## src/rtl/branch_predictor.sv

```systemverilog
// Direct-mapped BTB with per-entry saturating direction counters; combinational IF lookup, MEM-stage training.
// Optional macro BP_BYPASS_EN: same-cycle update to the looked-up entry is forwarded to the lookup outputs.
module branch_predictor #(
    parameter int unsigned ENTRIES = 16,
    parameter int unsigned XLEN    = 32,
    parameter int unsigned CNT_W   = 2
) (
    input  logic            clk,
    input  logic            rst,
    input  logic [XLEN-1:0] if_pc,
    output logic            pred_hit,
    output logic            pred_taken,
    output logic [XLEN-1:0] pred_target,
    input  logic            upd_valid,
    input  logic [XLEN-1:0] upd_pc,
    input  logic            upd_taken,
    input  logic            upd_uncond,
    input  logic [XLEN-1:0] upd_target,
    input  logic            upd_mispred,
    input  logic            bp_clear,
    output logic [31:0]     perf_mispred
);

    localparam int unsigned IDX_W = $clog2(ENTRIES);
    localparam int unsigned TAG_W = XLEN - IDX_W - 2;

    localparam logic [CNT_W-1:0] CNT_MAX = '1;
    localparam logic [CNT_W-1:0] CNT_WT  = CNT_W'(1) << (CNT_W - 1);
    localparam logic [CNT_W-1:0] CNT_WNT = CNT_WT - CNT_W'(1);

    logic [ENTRIES-1:0] valid_q;
    logic [TAG_W-1:0]   tag_q [ENTRIES];
    logic [CNT_W-1:0]   cnt_q [ENTRIES];
    logic [XLEN-1:0]    tgt_q [ENTRIES];

    logic [IDX_W-1:0] if_idx, upd_idx;
    logic [TAG_W-1:0] if_tag, upd_tag;
    logic             unused_pc_bits;

    assign if_idx  = if_pc[IDX_W+1:2];
    assign if_tag  = if_pc[XLEN-1:IDX_W+2];
    assign upd_idx = upd_pc[IDX_W+1:2];
    assign upd_tag = upd_pc[XLEN-1:IDX_W+2];
    assign unused_pc_bits = ^{if_pc[1:0], upd_pc[1:0]};

    logic             upd_hit, upd_is_taken, upd_write;
    logic [CNT_W-1:0] upd_cnt_cur, new_cnt;
    logic [XLEN-1:0]  new_tgt;

    assign upd_hit      = valid_q[upd_idx] && (tag_q[upd_idx] == upd_tag);
    assign upd_is_taken = upd_taken | upd_uncond;
    // A miss that resolves not-taken leaves the table untouched.
    assign upd_write    = upd_valid && (upd_hit || upd_is_taken);
    assign upd_cnt_cur  = cnt_q[upd_idx];

    always_comb begin
        new_cnt = upd_cnt_cur;
        if (upd_uncond) begin
            new_cnt = CNT_MAX;
        end else if (!upd_hit) begin
            new_cnt = CNT_WT;
        end else if (upd_taken) begin
            if (upd_cnt_cur != CNT_MAX) new_cnt = upd_cnt_cur + CNT_W'(1);
        end else begin
            if (upd_cnt_cur != '0) new_cnt = upd_cnt_cur - CNT_W'(1);
        end
    end

    assign new_tgt = upd_is_taken ? upd_target : tgt_q[upd_idx];

    always_ff @(posedge clk or negedge rst) begin
        if (!rst) begin
            valid_q <= '0;
            for (int unsigned i = 0; i < ENTRIES; i++) begin
                tag_q[i] <= '0;
                cnt_q[i] <= CNT_WNT;
                tgt_q[i] <= '0;
            end
        end else if (bp_clear) begin
            valid_q <= '0;
        end else if (upd_write) begin
            valid_q[upd_idx] <= 1'b1;
            tag_q[upd_idx]   <= upd_tag;
            cnt_q[upd_idx]   <= new_cnt;
            tgt_q[upd_idx]   <= new_tgt;
        end
    end

    always_ff @(posedge clk or negedge rst) begin
        if (!rst) begin
            perf_mispred <= '0;
        end else if (upd_valid && upd_mispred && (perf_mispred != '1)) begin
            perf_mispred <= perf_mispred + 32'd1;
        end
    end

    logic             lk_valid;
    logic [TAG_W-1:0] lk_tag;
    logic [CNT_W-1:0] lk_cnt;
    logic [XLEN-1:0]  lk_tgt;

    always_comb begin
        lk_valid = valid_q[if_idx];
        lk_tag   = tag_q[if_idx];
        lk_cnt   = cnt_q[if_idx];
        lk_tgt   = tgt_q[if_idx];
`ifdef BP_BYPASS_EN
        if (upd_write && (upd_idx == if_idx) && (upd_tag == if_tag)) begin
            lk_valid = 1'b1;
            lk_tag   = upd_tag;
            lk_cnt   = new_cnt;
            lk_tgt   = new_tgt;
        end
        if (bp_clear) lk_valid = 1'b0;
`endif
    end

    assign pred_hit    = lk_valid && (lk_tag == if_tag);
    assign pred_taken  = pred_hit && lk_cnt[CNT_W-1];
    assign pred_target = pred_taken ? lk_tgt : (if_pc + XLEN'(4));

endmodule
```

## config.mk

```make
export PLATFORM = sky130hd
export DESIGN_NAME = branch_predictor
export DESIGN_NICKNAME = d
export VERILOG_FILES = /design/src/rtl/branch_predictor.sv
export SDC_FILE = /design/constraint.sdc
export NUM_CORES = 2
export LEC_CHECK = 0
export CORE_MARGIN = 4
export CORE_UTILIZATION = 35
export CTS_BUF_LIST = sky130_fd_sc_hd__clkbuf_16
export CTS_CLUSTER_DIAMETER = 80
export CTS_CLUSTER_SIZE = 8
export DETAILED_ROUTE_END_ITERATION = 10
export PLACE_DENSITY = 0.58
export SYNTH_ARGS = -nofsm -noshare
export SYNTH_HDL_FRONTEND = slang
export SYNTH_SLANG_ARGS = --single-unit
```

## constraint.sdc

```tcl
create_clock -name clk -period 7.79 [get_ports clk]
set_clock_uncertainty 0.1 [all_clocks]
set_input_delay 0.779 -clock clk [delete_from_list [all_inputs] [get_ports clk]]
set_output_delay 0.779 -clock clk [all_outputs]
set_load 0.03 [all_outputs]
```

# After elaboration in Yosys (flattened, before gate mapping)

Cells that the tools add are included.
W data, S select, Z words.

Bits of input ports: 103
Logic and storage cells: 123
Register bits: 1008
Output and inout port bits: 66

Equal/unequal tests: 4
Reductions and logical operators: 12
Bitwise logic cells: 5
Add/subtract/negate cells: 4
Mux-type cells: 42
Order comparisons: 6

Operator list:

| kind                    | count |
|---|---|
| $bwmux W512             | 1 |
| $bwmux W416             | 1 |
| $bmux W32 S4            | 2 |
| $mux W32                | 7 |
| $bmux W26 S4            | 2 |
| $mux W26                | 5 |
| $demux W32 S4           | 1 |
| $demux W26 S4           | 1 |
| $eq A26 B26 Y1          | 2 |
| $add A32 B1 Y32 const B | 1 |
| $add A32 B3 Y32 const B | 1 |
| $bwmux W32              | 1 |
| $mux W16                | 2 |
| $ne A32 B32 Y1 const B  | 1 |
| $mux W2                 | 10 |
| $bmux W2 S4             | 2 |
| $or A16 B16 Y16         | 1 |
| $ge A5 B5 Y1 const B    | 2 |
| $lt A4 B5 Y1 const B    | 2 |
| $not A4 Y5              | 2 |
| $bmux W1 S4             | 2 |
| $demux W2 S4            | 1 |
| $logic_and A1 B1 Y1     | 8 |
| $lt A5 B1 Y1 const B    | 1 |
| 11 further kinds        | 14 |

# Longest topological paths before layout

Depth in word-level cells: 10
Depth in mapped cells: 17
Gate-level depth less buffers: 9

# Worst setup path after synthesis

No wires, ideal clock.

Kind: input -> output
Start point: input port if_pc[2]
End point: output port pred_target[2]
Slack: 2.459 ns
Required time: 6.911 ns
Path buffers: 3
Arrival: 4.452 ns
Stages on the path: 10
Cells stage by stage: buf_2 > buf_1 > mux4_2 > mux4_2 > xnor2_1 > nand4_1 > or3_1 > nor4_1 > buf_2 > mux2i_1

Cells in the longest elaborated chain, start to end: 8
Elaborated cells between the ends (all ways): 17
Those cells by class: add/sub (1); eq/ne (1); mux (12); bitwise (1); reduce/logical (2)

Ends and longest elaborated chain:

| item                                        | line          | RTL |
|---|---|---|
| start, declared                             | 10            | `input logic [XLEN-1:0] if_pc,` |
| $not A4 Y5 (not written as such)            | 104, 105, 106 |  |
| $bmux W26 S4                                | 104           | `lk_tag = tag_q[if_idx];` |
| $mux W26 (not written as such) (2 in a row) | 104           |  |
| $eq A26 B26 Y1                              | 118           | `assign pred_hit = lk_valid && (lk_tag == if_tag);` |
| $logic_and A1 B1 Y1                         | 118           |  |
| $logic_and A1 B1 Y1                         | 119           | `assign pred_taken = pred_hit && lk_cnt[CNT_W-1];` |
| $mux W32 (*)                                | 120           | `assign pred_target = pred_taken ? lk_tgt : (if_pc + XLEN'(4));` |
| end, declared                               | 13            | `output logic [XLEN-1:0] pred_target,` |

Every way passes the cells marked *; elsewhere a longest branch is shown, timed or not. The select of a mux whose other input is x is not followed.

# Worst setup path after layout

Start point: input port if_pc[4]
End point: output port pred_target[8]

The elaborated chain is that of the path after synthesis.

==> metrics.txt <==
root buf cell=clkbuf_16; CP Launch Type=input pin; Die Ht=405 um; Congestion Overflow GR=0; RSZ-0062 raised after global routing=false; Critical Path Fanout Max=71; H-tree Lvls=4; total clock sinks=1008; P per Cell Area=roughly 250 nW/um^2; Critical Path RT=6.91 ns; design area=62800 um^2; Unique masters post-synth=62; fin. max-slew vios=0; overall routing resource usage=0.203; r2r setup slk=3.09 ns; FFs w/ async S/R, synth=1.00; DRT Wirelength=166000 um; Synth Flop Type=dfrtp_1; initial antenna violation count=15; Crit Path Category=input pin to output port; Synth Net Count=3640; vias post-DR=33100; vias per cell=5.81; crit path from=if_pc[4]; Area Growth Syn to Fin=13.9%; count leader, synth=dfrtp_1; synthesized cell area=55200 um^2; Worst-path clk slew=0.05 ns; Static Leak=around 27 nW; min Tclk post-route=6.17 ns; EDFF count, synth=0; worst hold start=valid_q[6]; met3 Usage GRT=0.0477; GRT busiest layer=met2; met2 Usage GRT=0.321; DRC=0; setup slack after layout=1.62 ns; cts repair resizes=0; Yosys warning count=0; sequential area share after synthesis=0.458; Pre-Repair DR Iteration Count=5; Die ar.=between 150000 and 200000 um^2; HPWL after DPL=96700 um; Worst slew margin=0.268; nets=between 3000 and 4000; share of layout cells above drive strength 1=0.482; Placement Setup Slack=1.65 ns; Critical Path AT=approximately 5.3 ns; M1 GR Usage=0.281; TritonCTS buffer count=144; final cell count without fillers=5702; Clk Latency, worst-skew pair=0.76 ns; number of synthesized register bits=1008; GPL Wtd Cong=approximately 0.80; first-pass GRT wire length=~250000 um; synth top area cells=dfrtp_1 45%, mux4_2 21%, mux2_2 18%, mux2_1 2.6%, mux2i_1 2.3%; post-CTS setup buffers=0; Port Buffers=166; initial core utilization=0.353; Worst Tran Pin Value=approximately 1.1 ns; Final TNS setup=0 ns; number of routed nets with antenna violations=0; filler instances=14400; Placed Cells=5509; largest net degree at the start of global routing=~160; min-delay worst type=flop to flop; Synth Area per Inst=15.6 um^2; Area after DPL=58900 um^2; worst r2r src=tag_q[170]; CTS tree=yes; first-iteration detailed-routing DRC count=2717; Core Util, Final=0.402; cell taking the most area after synthesis=dfrtp_1; commonest cells in the netlist=992 x dfrtp_1, 862 x mux2_2, 518 x mux4_2; die width=roughly 400 um; number of global-route vias before repair=34900; Max clock buf depth=3; io pins=169; total of max-cap violations=0; fin crit share=0.792; Core Area=156000 um^2; VDD IR max=~0.00022 V; Critical Path End Type=output port; Syn Inst Count=between 3000 and 4000; outcome=finished, final reports clean; # setup viols final=0; Yosys top cell area share=0.450; drt wl/cell=29.1 um; Site Rows=145; Hold Vio Cnt, Final=0; fmax=162 MHz
-- layout by cell type, fill, tap and decap left out, types with 10 or more instances in the layout --
master / synthesis / routed
dfrtp_1: 992 / 992
mux2_2: 862 / 862
mux4_2: 518 / 518
clkdlybuf4s50_1: 0 / 157
clkbuf_16: 0 / 147
mux2i_1: 129 / 129
mux2_1: 127 / 127
xnor2_1: 93 / 93
buf_4: 7 / 77
mux2_4: 59 / 59
inv_1: 21 / 45
nand2_1: 41 / 41
nand3_1: 34 / 34
xor2_1: 30 / 30
nor2_1: 27 / 26
nand4_1: 24 / 24
buf_12: 0 / 23
a22oi_1: 20 / 20
a21oi_1: 18 / 18
and3_1: 18 / 18
nor2b_1: 17 / 16
dfstp_2: 16 / 16
o22ai_1: 15 / 15
o21ai_0: 14 / 14
a211oi_1: 13 / 13
a221oi_1: 11 / 11
a21o_1: 10 / 10
-- layer usage --
metal,part of all wire,routed length (um),vias up
met5,0.00052,86,-
met4,0.021,3430,12
met3,0.066,10900,237
met2,0.47,78000,953
met1,0.44,73200,18100
li1,-,-,13800
-- report_power, final --
part	internal (mW)	switching (mW)	leakage (nW)
Combinational	1.81	1.27	11.9
Clock	3.34	2.34	2.02
Sequential	6.14	0.638	13.2
Total	11.3	4.25	27.2
-- final cells by class --
type	count	area, um^2	area share
Multi-Input combinational cell	2155	28300	0.450
Sequential cell	1008	25200	0.402
Clock buffer	147	3680	0.0585
Timing Repair Buffer	265	2710	0.0431
Tap cell	2058	2570	0.0410
Clock inverter	38	253	0.00402
Inverter	24	95.1	0.00151
Antenna cell	7	17.5	0.000279
-- flip-flops by register name (all words and copies together) (netlist names) --
name          count
tgt_q           512
tag_q           416
cnt_q            32
perf_mispred     32
valid_q          16
-- critical path, stage by stage --
cell and delay, ns:
buf_6 0.66, mux4_2 0.35, nor2b_1 0.13, a211oi_1 0.07
a21oi_1 0.88, xnor2_1 0.22, and4b_1 0.23, nand4_1 0.11
nor4_2 0.22, buf_4 0.48, mux2_2 0.43, clkdlybuf4s50_1 0.63
-- repair_timing --
item                       CTS  global route
hold endpoints to repair    82             0
setup endpoints to repair    0             0
hold buffers                 1             0
-- cells by family (layout without fill, tap and decap cells) --
kind of cell	Yosys count	count (layout)	synth area share
mux	1695	1695	0.453
flops	1008	1008	0.458
buf+inv	372	474	0.0310
simple gates	210	210	0.0225
compound gates	125	125	0.0161
xor+xnor	123	123	0.0195
fa+ha+maj	2	2	0.000454
other cells	0	7	0
-- final timing paths --
path                       cells past startpoint        endpoint
max in group asynchronous                      4       tgt_q[45]
min in group asynchronous                      2      tag_q[370]
setup / recovery                              12  pred_target[8]
setup reg to reg                              11       tgt_q[45]
hold reg to reg                                1      valid_q[6]
hold / removal                                 1      valid_q[6]
-- metrics by stage --
stage,power [mW],hold WS [ns]
global placement,9.85,0.379
finish,15.5,0.391
detailed placement,9.94,0.382
CTS,15.7,0.393
floorplan,8.94,0.361
global route,16.2,0.407
No activity file was read; power rests on OpenSTA's default activity.
